File: src/rtl/inst_fetch.sv
// inst_fetch: instruction fetch stage sitting between the PC register and decode.
// It issues one instruction-memory request per PC value, presents the returned
// word to decode, and pulses PCWrite when decode accepts it. A flushed request
// that is already on the bus is allowed to finish and its data is thrown away.
//
// Ports
//   Clk        clock; all state changes on its rising edge
//   Reset      asynchronous active-low reset
//   Addr       current PC from the PC register
//   Flush      redirect: the PC is being reloaded, discard fetched/in-flight work
//   ImemReq    instruction-memory request
//   ImemAddr   request address, stable while ImemReq=1
//   ImemAck    memory completion, ImemData valid in the same cycle
//   ImemData   returned instruction word
//   Inst       instruction to decode (NOP_INST when InstValid=0)
//   InstPC     address of Inst (0 when InstValid=0)
//   InstValid  Inst/InstPC valid
//   InstReady  decode accepts Inst this cycle
//   PCWrite    one-cycle enable that advances the PC
//   ErrCode    00 none, 01 misaligned Addr, 10 request timeout
module inst_fetch #(
    parameter int unsigned MAX_WAIT = 16,
    parameter logic [31:0] NOP_INST = 32'h00000000
) (
    input  logic        Clk,
    input  logic        Reset,
    input  logic [31:0] Addr,
    input  logic        Flush,
    output logic        ImemReq,
    output logic [31:0] ImemAddr,
    input  logic        ImemAck,
    input  logic [31:0] ImemData,
    output logic [31:0] Inst,
    output logic [31:0] InstPC,
    output logic        InstValid,
    input  logic        InstReady,
    output logic        PCWrite,
    output logic [1:0]  ErrCode
);

    localparam logic [1:0] S_IDLE  = 2'd0;
    localparam logic [1:0] S_REQ   = 2'd1;
    localparam logic [1:0] S_VALID = 2'd2;
    localparam logic [1:0] S_ERR   = 2'd3;

    localparam logic [1:0] ERR_NONE     = 2'b00;
    localparam logic [1:0] ERR_MISALIGN = 2'b01;
    localparam logic [1:0] ERR_TIMEOUT  = 2'b10;

    localparam logic [7:0] WAIT_LAST = 8'(MAX_WAIT - 1);

    logic [1:0]  state;
    logic        req_first;   // first cycle of REQ: Addr is sampled live this cycle
    logic        drop;        // in-flight request was flushed, discard its data
    logic [7:0]  wait_cnt;
    logic [31:0] addr_q;
    logic [31:0] inst_q;
    logic [31:0] pc_q;
    logic [1:0]  err_q;

    logic in_req;
    logic addr_ok;
    logic timeout;

    // The PC only advances at the edge that ends VALID, so the new Addr is
    // first visible during the first REQ cycle. ImemAddr therefore follows Addr
    // combinationally in that cycle and the registered copy holds it afterwards,
    // which is what allows a same-cycle ack and two-cycle throughput.
    always_comb begin
        in_req    = (state == S_REQ);
        addr_ok   = (Addr[1:0] == 2'b00);
        ImemReq   = in_req && (!req_first || addr_ok);
        ImemAddr  = (in_req && req_first) ? Addr : addr_q;
        timeout   = ImemReq && !ImemAck && (wait_cnt == WAIT_LAST);
        InstValid = (state == S_VALID);
        PCWrite   = (state == S_VALID) && InstReady && !Flush;
        Inst      = inst_q;
        InstPC    = pc_q;
        ErrCode   = err_q;
    end

    always_ff @(posedge Clk or negedge Reset) begin
        if (!Reset) begin
            state     <= S_IDLE;
            req_first <= 1'b0;
            drop      <= 1'b0;
            wait_cnt  <= '0;
            addr_q    <= '0;
            inst_q    <= NOP_INST;
            pc_q      <= '0;
            err_q     <= ERR_NONE;
        end else begin
            case (state)
                S_IDLE: begin
                    state     <= S_REQ;
                    req_first <= 1'b1;
                    wait_cnt  <= '0;
                end

                S_REQ: begin
                    if (req_first && !addr_ok) begin
                        // No request was issued, so there is nothing to drain.
                        state     <= S_ERR;
                        err_q     <= ERR_MISALIGN;
                        req_first <= 1'b0;
                        drop      <= 1'b0;
                    end else begin
                        if (req_first) begin
                            addr_q <= Addr;
                        end
                        req_first <= 1'b0;
                        if (ImemAck) begin
                            if (drop || Flush) begin
                                // Discard and restart REQ to pick up the redirected PC.
                                drop      <= 1'b0;
                                req_first <= 1'b1;
                                wait_cnt  <= '0;
                            end else begin
                                inst_q <= ImemData;
                                pc_q   <= ImemAddr;
                                state  <= S_VALID;
                            end
                        end else if (timeout) begin
                            // Timeout wins over a same-cycle Flush.
                            state <= S_ERR;
                            err_q <= ERR_TIMEOUT;
                            drop  <= 1'b0;
                        end else begin
                            wait_cnt <= wait_cnt + 8'd1;
                            if (Flush) begin
                                drop <= 1'b1;
                            end
                        end
                    end
                end

                S_VALID: begin
                    if (Flush || InstReady) begin
                        state     <= S_REQ;
                        req_first <= 1'b1;
                        wait_cnt  <= '0;
                        inst_q    <= NOP_INST;
                        pc_q      <= '0;
                    end
                end

                default: begin  // S_ERR: sticky until Flush
                    if (Flush) begin
                        err_q     <= ERR_NONE;
                        state     <= S_REQ;
                        req_first <= 1'b1;
                        wait_cnt  <= '0;
                    end
                end
            endcase
        end
    end

endmodule

File: config.mk
export PLATFORM = sky130hd
export DESIGN_NAME = inst_fetch
export DESIGN_NICKNAME = d
export VERILOG_FILES = /design/src/rtl/inst_fetch.sv
export SDC_FILE = /design/constraint.sdc
export NUM_CORES = 1
export LEC_CHECK = 0
export CORE_ASPECT_RATIO = 0.75
export CORE_MARGIN = 2
export CORE_UTILIZATION = 65
export DETAILED_ROUTE_END_ITERATION = 10
export DONT_BUFFER_PORTS = 1
export GPL_TIMING_DRIVEN = 0
export PLACE_DENSITY_LB_ADDON = 0.05
export SKIP_CTS_REPAIR_TIMING = 1
export SYNTH_ARGS = -nofsm -noshare
export SYNTH_HDL_FRONTEND = slang
export SYNTH_SLANG_ARGS = --single-unit
File: constraint.sdc
create_clock -name Clk -period 5.9 [get_ports Clk]
set_clock_uncertainty 0.2 [all_clocks]
set_input_delay 0.295 -clock Clk [delete_from_list [all_inputs] [get_ports Clk]]
set_output_delay 0.295 -clock Clk [all_outputs]
set_load 0.02 [all_outputs]
# Word-level counts from Yosys, hierarchy flattened
# Index checks and enable logic that the tools add are counted.
[word_totals]
reg_bits = 110
latchBits = 0
mem_bits_rw = 0
mem_bits_ro = 0
input_bits = 69
word_cells = 92
mem_count = 0
[op_classes]
n_addsub = 1
multipliers = 0
n_div = 0
n_lt_le_gt_ge = 0
n_eq_ne = 14
shift = 0
muxes = 39
n_bitwise = 2
n_reduce_logical = 28
[ops]
columns = ["operator", "n"]
rows = [
  ["32-bit 2-to-1 mux", 8],
  ["32-bit case mux with 2 select lines", 2],
  ["8-bit 2-to-1 mux", 6],
  ["8-bit case mux with 3 select lines", 1],
  ["2-bit 2-to-1 mux", 10],
  ["5-bit AND reduction", 2],
  ["1-bit 2-to-1 mux", 9],
  ["8-bit by 1-bit adder with 8-bit output (second input constant)", 1],
  ["8-bit by 4-bit == test with 1-bit output (second input constant)", 1],
  ["4-bit AND reduction", 2],
  ["4-bit nonzero test", 2],
  ["1-bit logical AND", 7],
  ["2-bit != test (second input constant)", 3],
  ["3-bit by 1-bit != test with 1-bit output (second input constant)", 2],
  ["3-bit by 2-bit != test with 1-bit output (second input constant)", 2],
  ["2-bit case mux with 3 select lines", 1],
  ["3-bit AND reduction", 2],
  ["1-bit logical NOT", 4],
  ["2-bit logical NOT", 2],
  ["4-bit by 2-bit != test with 1-bit output (second input constant)", 1],
  ["4-bit != test (second input constant)", 1],
  ["2-bit case mux with 2 select lines", 1],
  ["2-bit nonzero test", 2],
  ["1-bit logical OR", 3],
  ["other kinds (8)", 9],
]

# Depth between registers and ports, before layout
# Gate-level depths: netlist of the first run.
[depth]
word_depth = 9
depth_mapped = 8
mapped_depth_nobuf = 6

# Worst setup path before layout of the first run
# Ideal clock, no wire load.
[synth_path]
path_kind = "reg2out"
start = "register state[0]"
end = "output PCWrite"
arrival_time_ns = 1.618
t_required_ns = 5.405
slack_ns = 3.787
path_stages_with_launch = 6
path_buffers = 3
path_cell_list = "dfrtp_1 > buf_4 > nand2b_1 > clkbuf_1 > buf_1 > nor3b_1"
[synth_between]
elab_chain_cells = 3
[synth_lines]
columns = ["item", "line", "source"]
rows = [
  ["start: declaration", "52", "logic [1:0] state;"],
  ["start signal: assignment", "84", "state <= S_IDLE;"],
  ["start signal: assignment", "95", "state <= S_REQ;"],
  ["start signal: assignment", "103", "state <= S_ERR;"],
  ["2-bit == test", "76", "PCWrite = (state == S_VALID) && InstReady && !Flush;"],
  ["1-bit logical AND (2 in a row)", "76", ""],
  ["end: declaration", "37", "output logic PCWrite,"],
]
# No other way between the ends.

# Worst setup path in the final report of the first run
# Same ends and word-level chain as after synthesis.

==> results of run 1 <==
==> layout make-up <==
type,count,area share (%)
Tap cell,105,2.166
Clock inverter,4,0.8870
Clock buffer,12,2.393
Buffer,39,3.568
Multi-Input combinational cell,268,37.69
Timing Repair Buffer,44,7.549
Sequential cell,110,45.38
Inverter,6,0.3713
==> worst min path at each step <==
stage | to | slack (ns) | cells past startpoint
after global routing | Inst[8] | -0.0006 | 2
after CTS | InstPC[24] | -0.59 | 0
after floorplan | ErrCode[0] | -0.20 | 0
after global placement | wait_cnt[4] | -0.20 | 0
final | Inst[4] | -0.004 | 2
after detailed placement | wait_cnt[4] | -0.20 | 0
==> Yosys cell counts (2+ instances only) <==
master | number | area [µm²]
a21bo_1 | 2 | 20.02
a21bo_2 | 62 | 620.6
a21oi_1 | 3 | 15.01
and2_1 | 2 | 12.51
buf_1 | 3 | 11.26
buf_2 | 20 | 100.1
buf_4 | 2 | 15.01
buf_6 | 5 | 56.30
clkbuf_1 | 9 | 33.78
dfrtp_1 | 110 | 2753
inv_1 | 5 | 18.77
mux2_2 | 63 | 709.4
nand2_1 | 7 | 26.28
nand2b_1 | 5 | 31.28
nand3_1 | 3 | 15.01
nand4_1 | 65 | 406.6
nor2_1 | 11 | 41.29
nor2b_1 | 3 | 18.77
nor3b_1 | 2 | 15.01
o211ai_1 | 2 | 15.01
o21ai_0 | 4 | 20.02
o22ai_1 | 2 | 12.51
o31ai_1 | 2 | 15.01
o41ai_1 | 9 | 78.83
==> metal layers <==
metal  GRT usage [%]  share of wire (%)  vias up
li1                -                  -     1703
met1           36.03                 42     1924
met2           41.82                 46      145
met3           11.27                 10       10
met4           5.000               0.86        0
met5               0                  0        -
==> metrics by stage <==
| stage | std cells | hold slack [ns] | util (%) |
|---|---|---|---|
| finish | 588 | -0.004491 | 76.95 |
| detailed placement | 528 | -0.1984 | 68.62 |
| global route | 588 | -0.0005951 | 76.95 |
| floorplan | 423 | -0.2006 | - |
| global placement | 528 | -0.1985 | 68.62 |
| CTS | 544 | -0.5902 | 71.14 |
==> cells by family after synthesis <==
| logic type | synth area share, % |
|---|---|
| mux | 13.44 |
| flops | 52.16 |
| compound gates | 16.45 |
| fa+ha+maj | 0.2370 |
| simple gates | 13.18 |
| buf+inv | 4.528 |
==> power breakdown <==
part | switching (mW) | internal, mW | leakage [nW]
registers | 0.485 | 1.08 | 1.40
clock network | 0.247 | 0.210 | 0.0932
logic | 0.737 | 0.592 | 1.23
total | 1.47 | 1.88 | 2.73
==> registers in the layout (all words and copies together) (netlist names) <==
signal,count
req_first,1
Inst,32
InstPC,32
ErrCode,2
drop,1
state,2
wait_cnt,8
addr_q,32
==> metrics.cfg, run 1 <==
[logic_synthesis]
async_reset_ff_share_pct=100.0
ys.flop_type=dfrtp_1
syn_area_um2=5278
synth_cell_type_count=46
yosysSeqAreaShare_pct=52.16
synth_edf_count=0
ys_ff_latch=110
syn-num-nets=493
netlist_instances=423
syn_area_per_cell_um2=12.48
yosysWarnings=0

[clock_tree]
clock-root-buffer=clkbuf_8
clkSlewWorstSetupHoldPaths_ns=0.10
cts.sinks=110
numCtsBuffers=9
insertion_delay_ns=0.35
cts-root-to-sink-buffers=2
htree_levels=3
cts_tree=done

[critical_path]
critical_path.endpoint=PCWrite
crit_start=state[0]
start_kind=flop
critPathKind=reg2out
reg2reg_slack_ns=3.61
crit_family=simple AND/OR/NAND/NOR gates
cp_num_cells=5
crit_buf_inv=3
cp-end-kind=output port
max_stage_delay_ns=0.62
r2r-end=wait_cnt[0]
reg2reg_depth=6
worstPathCellList=buf_4 > nand2b_1 > clkbuf_1 > buf_1 > nor3b_1
cp_slowest_cell=nor3b_1
worst_ep_required_time_ns=5.41
arrival_ns=2.33
r2r_start=wait_cnt[0]
path_max_fanout=10

[die]
start_util_pct=66.95
coreArea_um2=7883
fp.dieH_um=82.04
rows=28
io_pins=170
die_w_um=108.0
dieArea_um2=8863

[layout]
register_area_um2=2753
diodes=0
drive_gt1_share_pct=36.02
final_cell_area_um2=6066
nNetsFinal=548
most-common-layout-cells=110 x dfrtp_1, 65 x nand4_1, 63 x mux2_2
area_growth_pct=14.94
multi_input_area_um2=2286
layout_commonest_cell=dfrtp_1
fill_cells=525

[status]
status=finished with violations
violations=negative hold slack

[global_routing]
antenna_found_initial=0
grt_usage_pct=26.87
grt_overflow_total=0
grt_max_degree=111
grt_pass1_wl_mm=18.28
grt_pass1_vias=3489

[min_path]
min_from=ImemData[4]
hold_path.class=in2reg

[run]
maxCapViolCount=0

[timing]
setup_ws_ns=3.075
hold_slack_ns=-0.004491
maxSlewViolCount=0
fin_setup_tns_ns=0
final-hold-violation-count=3
period_minus_slack_ns=2.825
finalCritPeriodShare_pct=47.88
setup_violations=0
slew_headroom_pct=50.54
rsz0062_at_grt=no
worst-slew-pin-transition_ns=0.7392
max_freq_mhz=354.0

[detailed_routing]
drtPass1Iterations=4
routed_wl_mm=12.63
num_vias=3782
drc=0
ant_nets=0
wire_per_inst_um=21.48
dr.first_iter.drc_count=226
detail_route.vias_per_cell=6.432

[placed_design]
place.detailed.hpwl_mm=8.678
port_buffers=0
routabilityCongestion=0.8268
dp_slack_ns=3.452
dpl-instance-area_um2=5409

[power]
total_power_mw=3.352
ir_drop_v=0.0003395
power_density_nw_per_um2=552.7
p_leak_nw=2.726

Note: power is estimated with default switching activity, not from simulation.
==> run 2: changes to the inputs <==
--- a/config.mk
+++ b/config.mk
@@ -7,7 +7,7 @@
 export LEC_CHECK = 0
 export CORE_ASPECT_RATIO = 0.75
 export CORE_MARGIN = 2
-export CORE_UTILIZATION = 65
+export CORE_UTILIZATION = 63
 export DETAILED_ROUTE_END_ITERATION = 10
 export DONT_BUFFER_PORTS = 1
 export GPL_TIMING_DRIVEN = 0
==> constraint.sdc (replaced) <==
create_clock -name Clk -period 2.7 [get_ports Clk]
set_clock_uncertainty 0.2 [all_clocks]
set_input_delay 0.135 -clock Clk [delete_from_list [all_inputs] [get_ports Clk]]
set_output_delay 0.135 -clock Clk [all_outputs]
set_load 0.02 [all_outputs]
==> run 2 against run 1 <==
Against the previous run:
- the flow still finishes with violations (negative hold slack)
- non-clock buffer count grew 22
- die area grew 3.0%
- utilization grew 1.1 points
- combinational power grew 120%
- global-route usage grew 0.98 points
- sequential power grew 120%
- worst hold slack lost 0.75 ns
- setup slack lost 2.8 ns
- critical path type unchanged
- largest power group unchanged
- highest routed layer unchanged
==> metrics.cfg, run 2 (synthesis gave the netlist of run 1 again) <==
[critical_path]
r2r_start=state[1]  ; was wait_cnt[0]
reg2reg_slack_ns=0.35  ; was 3.61 ns
path_max_fanout=10  ; unchanged
worst_ep_required_time_ns=2.37  ; was 5.41 ns
crit_buf_inv=3  ; unchanged
arrival_ns=2.09  ; was 2.33 ns
reg2reg_depth=5  ; was 6
cp_slowest_cell=nor3b_2  ; was nor3b_1
worstPathCellList=buf_4 > nand2b_1 > clkbuf_1 > clkbuf_2 > nor3b_2  ; was buf_4 > nand2b_1 > clkbuf_1 > buf_1 > nor3b_1
critPathKind=reg2out  ; unchanged
cp-end-kind=output port  ; unchanged
r2r-end=state[0]  ; was wait_cnt[0]
crit_family=buffers and inverters  ; was simple AND/OR/NAND/NOR gates
max_stage_delay_ns=0.39  ; was 0.62 ns
start_kind=flop  ; unchanged

[placed_design]
place.detailed.hpwl_mm=9.101  ; was 8.678 mm
dp_slack_ns=0.4196  ; was 3.452 ns
routabilityCongestion=0.8254  ; was 0.8268
port_buffers=0  ; unchanged
place_inst=528  ; unchanged

[clock_tree]
insertion_delay_ns=0.37  ; was 0.35 ns
numCtsBuffers=9  ; unchanged
cts-root-to-sink-buffers=2  ; unchanged
clock-root-buffer=clkbuf_8  ; unchanged
clkSlewWorstSetupHoldPaths_ns=0.10  ; about the same
cts.sinks=110  ; unchanged
htree_levels=3  ; unchanged
cts_tree=done  ; unchanged

[detailed_routing]
dr.first_iter.drc_count=328  ; was 226
routed_wl_mm=14.16  ; was 12.63 mm
drtPass1Iterations=7  ; was 4
drc=0  ; unchanged
detail_route.vias_per_cell=6.575  ; was 6.432
ant_nets=0  ; unchanged
num_vias=4011  ; was 3782
wire_per_inst_um=23.21  ; was 21.48 µm

[die]
start_util_pct=65.78  ; was 66.95%
rows=28  ; unchanged
die_w_um=109.7  ; was 108.0 µm
coreArea_um2=8023  ; was 7883 µm²
dieArea_um2=9133  ; was 8863 µm²
fp.dieH_um=83.27  ; was 82.04 µm
io_pins=170  ; unchanged

[global_routing]
grt_pass1_vias=3647  ; was 3489
antenna_found_initial=0  ; unchanged
grt_overflow_total=0  ; unchanged
grt_max_degree=111  ; unchanged
grt_usage_pct=27.85  ; was 26.87%
grt_pass1_wl_mm=19.57  ; was 18.28 mm

[layout]
instances_no_fill=610  ; was 588
layout_commonest_cell=dfrtp_1  ; unchanged
most-common-layout-cells=110 x dfrtp_1, 66 x dlygate4sd3_1, 65 x nand4_1  ; was 110 x dfrtp_1, 65 x nand4_1, 63 x mux2_2
area_growth_pct=18.66  ; was 14.94%
drive_gt1_share_pct=34.85  ; was 36.02%
fill_cells=521  ; was 525
nNetsFinal=570  ; was 548
diodes=0  ; unchanged

[timing]
worst-slew-pin-transition_ns=0.7783  ; was 0.7392 ns
finalCritPeriodShare_pct=89.74
period_minus_slack_ns=2.423
setup_ws_ns=0.2770  ; was 3.075 ns
maxSlewViolCount=0  ; unchanged
max_freq_mhz=412.7
hold_slack_ns=-0.7536  ; was -0.004491 ns
slew_headroom_pct=47.92  ; was 50.54%
rsz0062_at_grt=no  ; unchanged
final-hold-violation-count=110  ; was 3
setup_violations=0  ; unchanged

[status]
violations=negative hold slack  ; unchanged
status=finished with violations  ; unchanged

[min_path]
hold_path.class=in2async  ; was in2reg

[power]
p_leak_nw=2.813  ; was 2.726 nW
power_density_nw_per_um2=1178  ; was 552.7 nW/µm²
ir_drop_v=0.0007556  ; was 0.0003395 V

[run]
maxCapViolCount=0  ; unchanged

run 2: cell count changes in the layout (fill, tap and decap cells not counted), sizes merged:
cell	change
clkbuf	+2
dlygate4sd3	+23
buf	-2
inv	-1
clkinvlp	-1
clkinv	+2
bufinv	-1
run 2: layout make-up:
| cell class | instances | area, µm² | share of cell area (%) |
|---|---|---|---|
| plain buffers | 39 | 217.7 | 3.477 |
| clock buffers | 13 | 168.9 | 2.697 |
| clock inverters | 3 | 17.52 | 0.2797 |
| inverters | 6 | 22.52 | 0.3596 |
| multi-input cells | 268 | 2291 | 36.58 |
| flip-flops and latches | 110 | 2753 | 43.96 |
| well taps | 105 | 131.4 | 2.098 |
| repair buffers | 66 | 660.6 | 10.55 |
run 2: power by group:
group / switching (mW) / internal [mW]
Combinational: 1.65 / 1.32
Sequential: 1.09 / 2.36
Clock: 0.545 / 0.410
Total: 3.28 / 4.09
run 2: layer usage:
metal  global-route usage, %  up-vias  part of all wire, %
met3                   11.54       26                   10
met4                   5.409        0                  1.5
met2                   44.78      222                   49
li1                        -     1745                    -
met5                       0        -                    0
met1                   35.65     2018                   39
run 2: metrics by stage:
stage               cell area [µm²]  power, mW  hold slack, ns  setup TNS [ns]  utilization (%)
global placement               5409      6.146         -0.3581               0            67.42
detailed placement             5409      6.306         -0.3582               0            67.42
CTS                            5595      7.243         -0.7716       -0.007680            69.74
floorplan                      5278      5.662         -0.3606               0                -
finish                         6262      7.377         -0.7536               0            78.06
global route                   6262      7.727         -0.7754               0            78.06
run 2: worst max path at each step:
stage               depth (start not counted)  startpoint  slack, ns       to
floorplan                                   5    state[0]       0.75  PCWrite
global placement                            5    state[0]       0.43  PCWrite
detailed placement                          5    state[0]       0.42  PCWrite
CTS                                         5    state[0]     -0.008  PCWrite
global route                                5    state[0]       0.13  PCWrite
finish                                      5    state[0]       0.28  PCWrite
run 2: worst register-to-register path: cells and delay by family, from the launching register on:
kind | cells | cell delay, ns
AOI/OAI and AO/OA | 2 | 0.30
DFF | 1 | 0.46
buffers and inverters | 1 | 0.55
and+or+nand+nor | 2 | 0.75
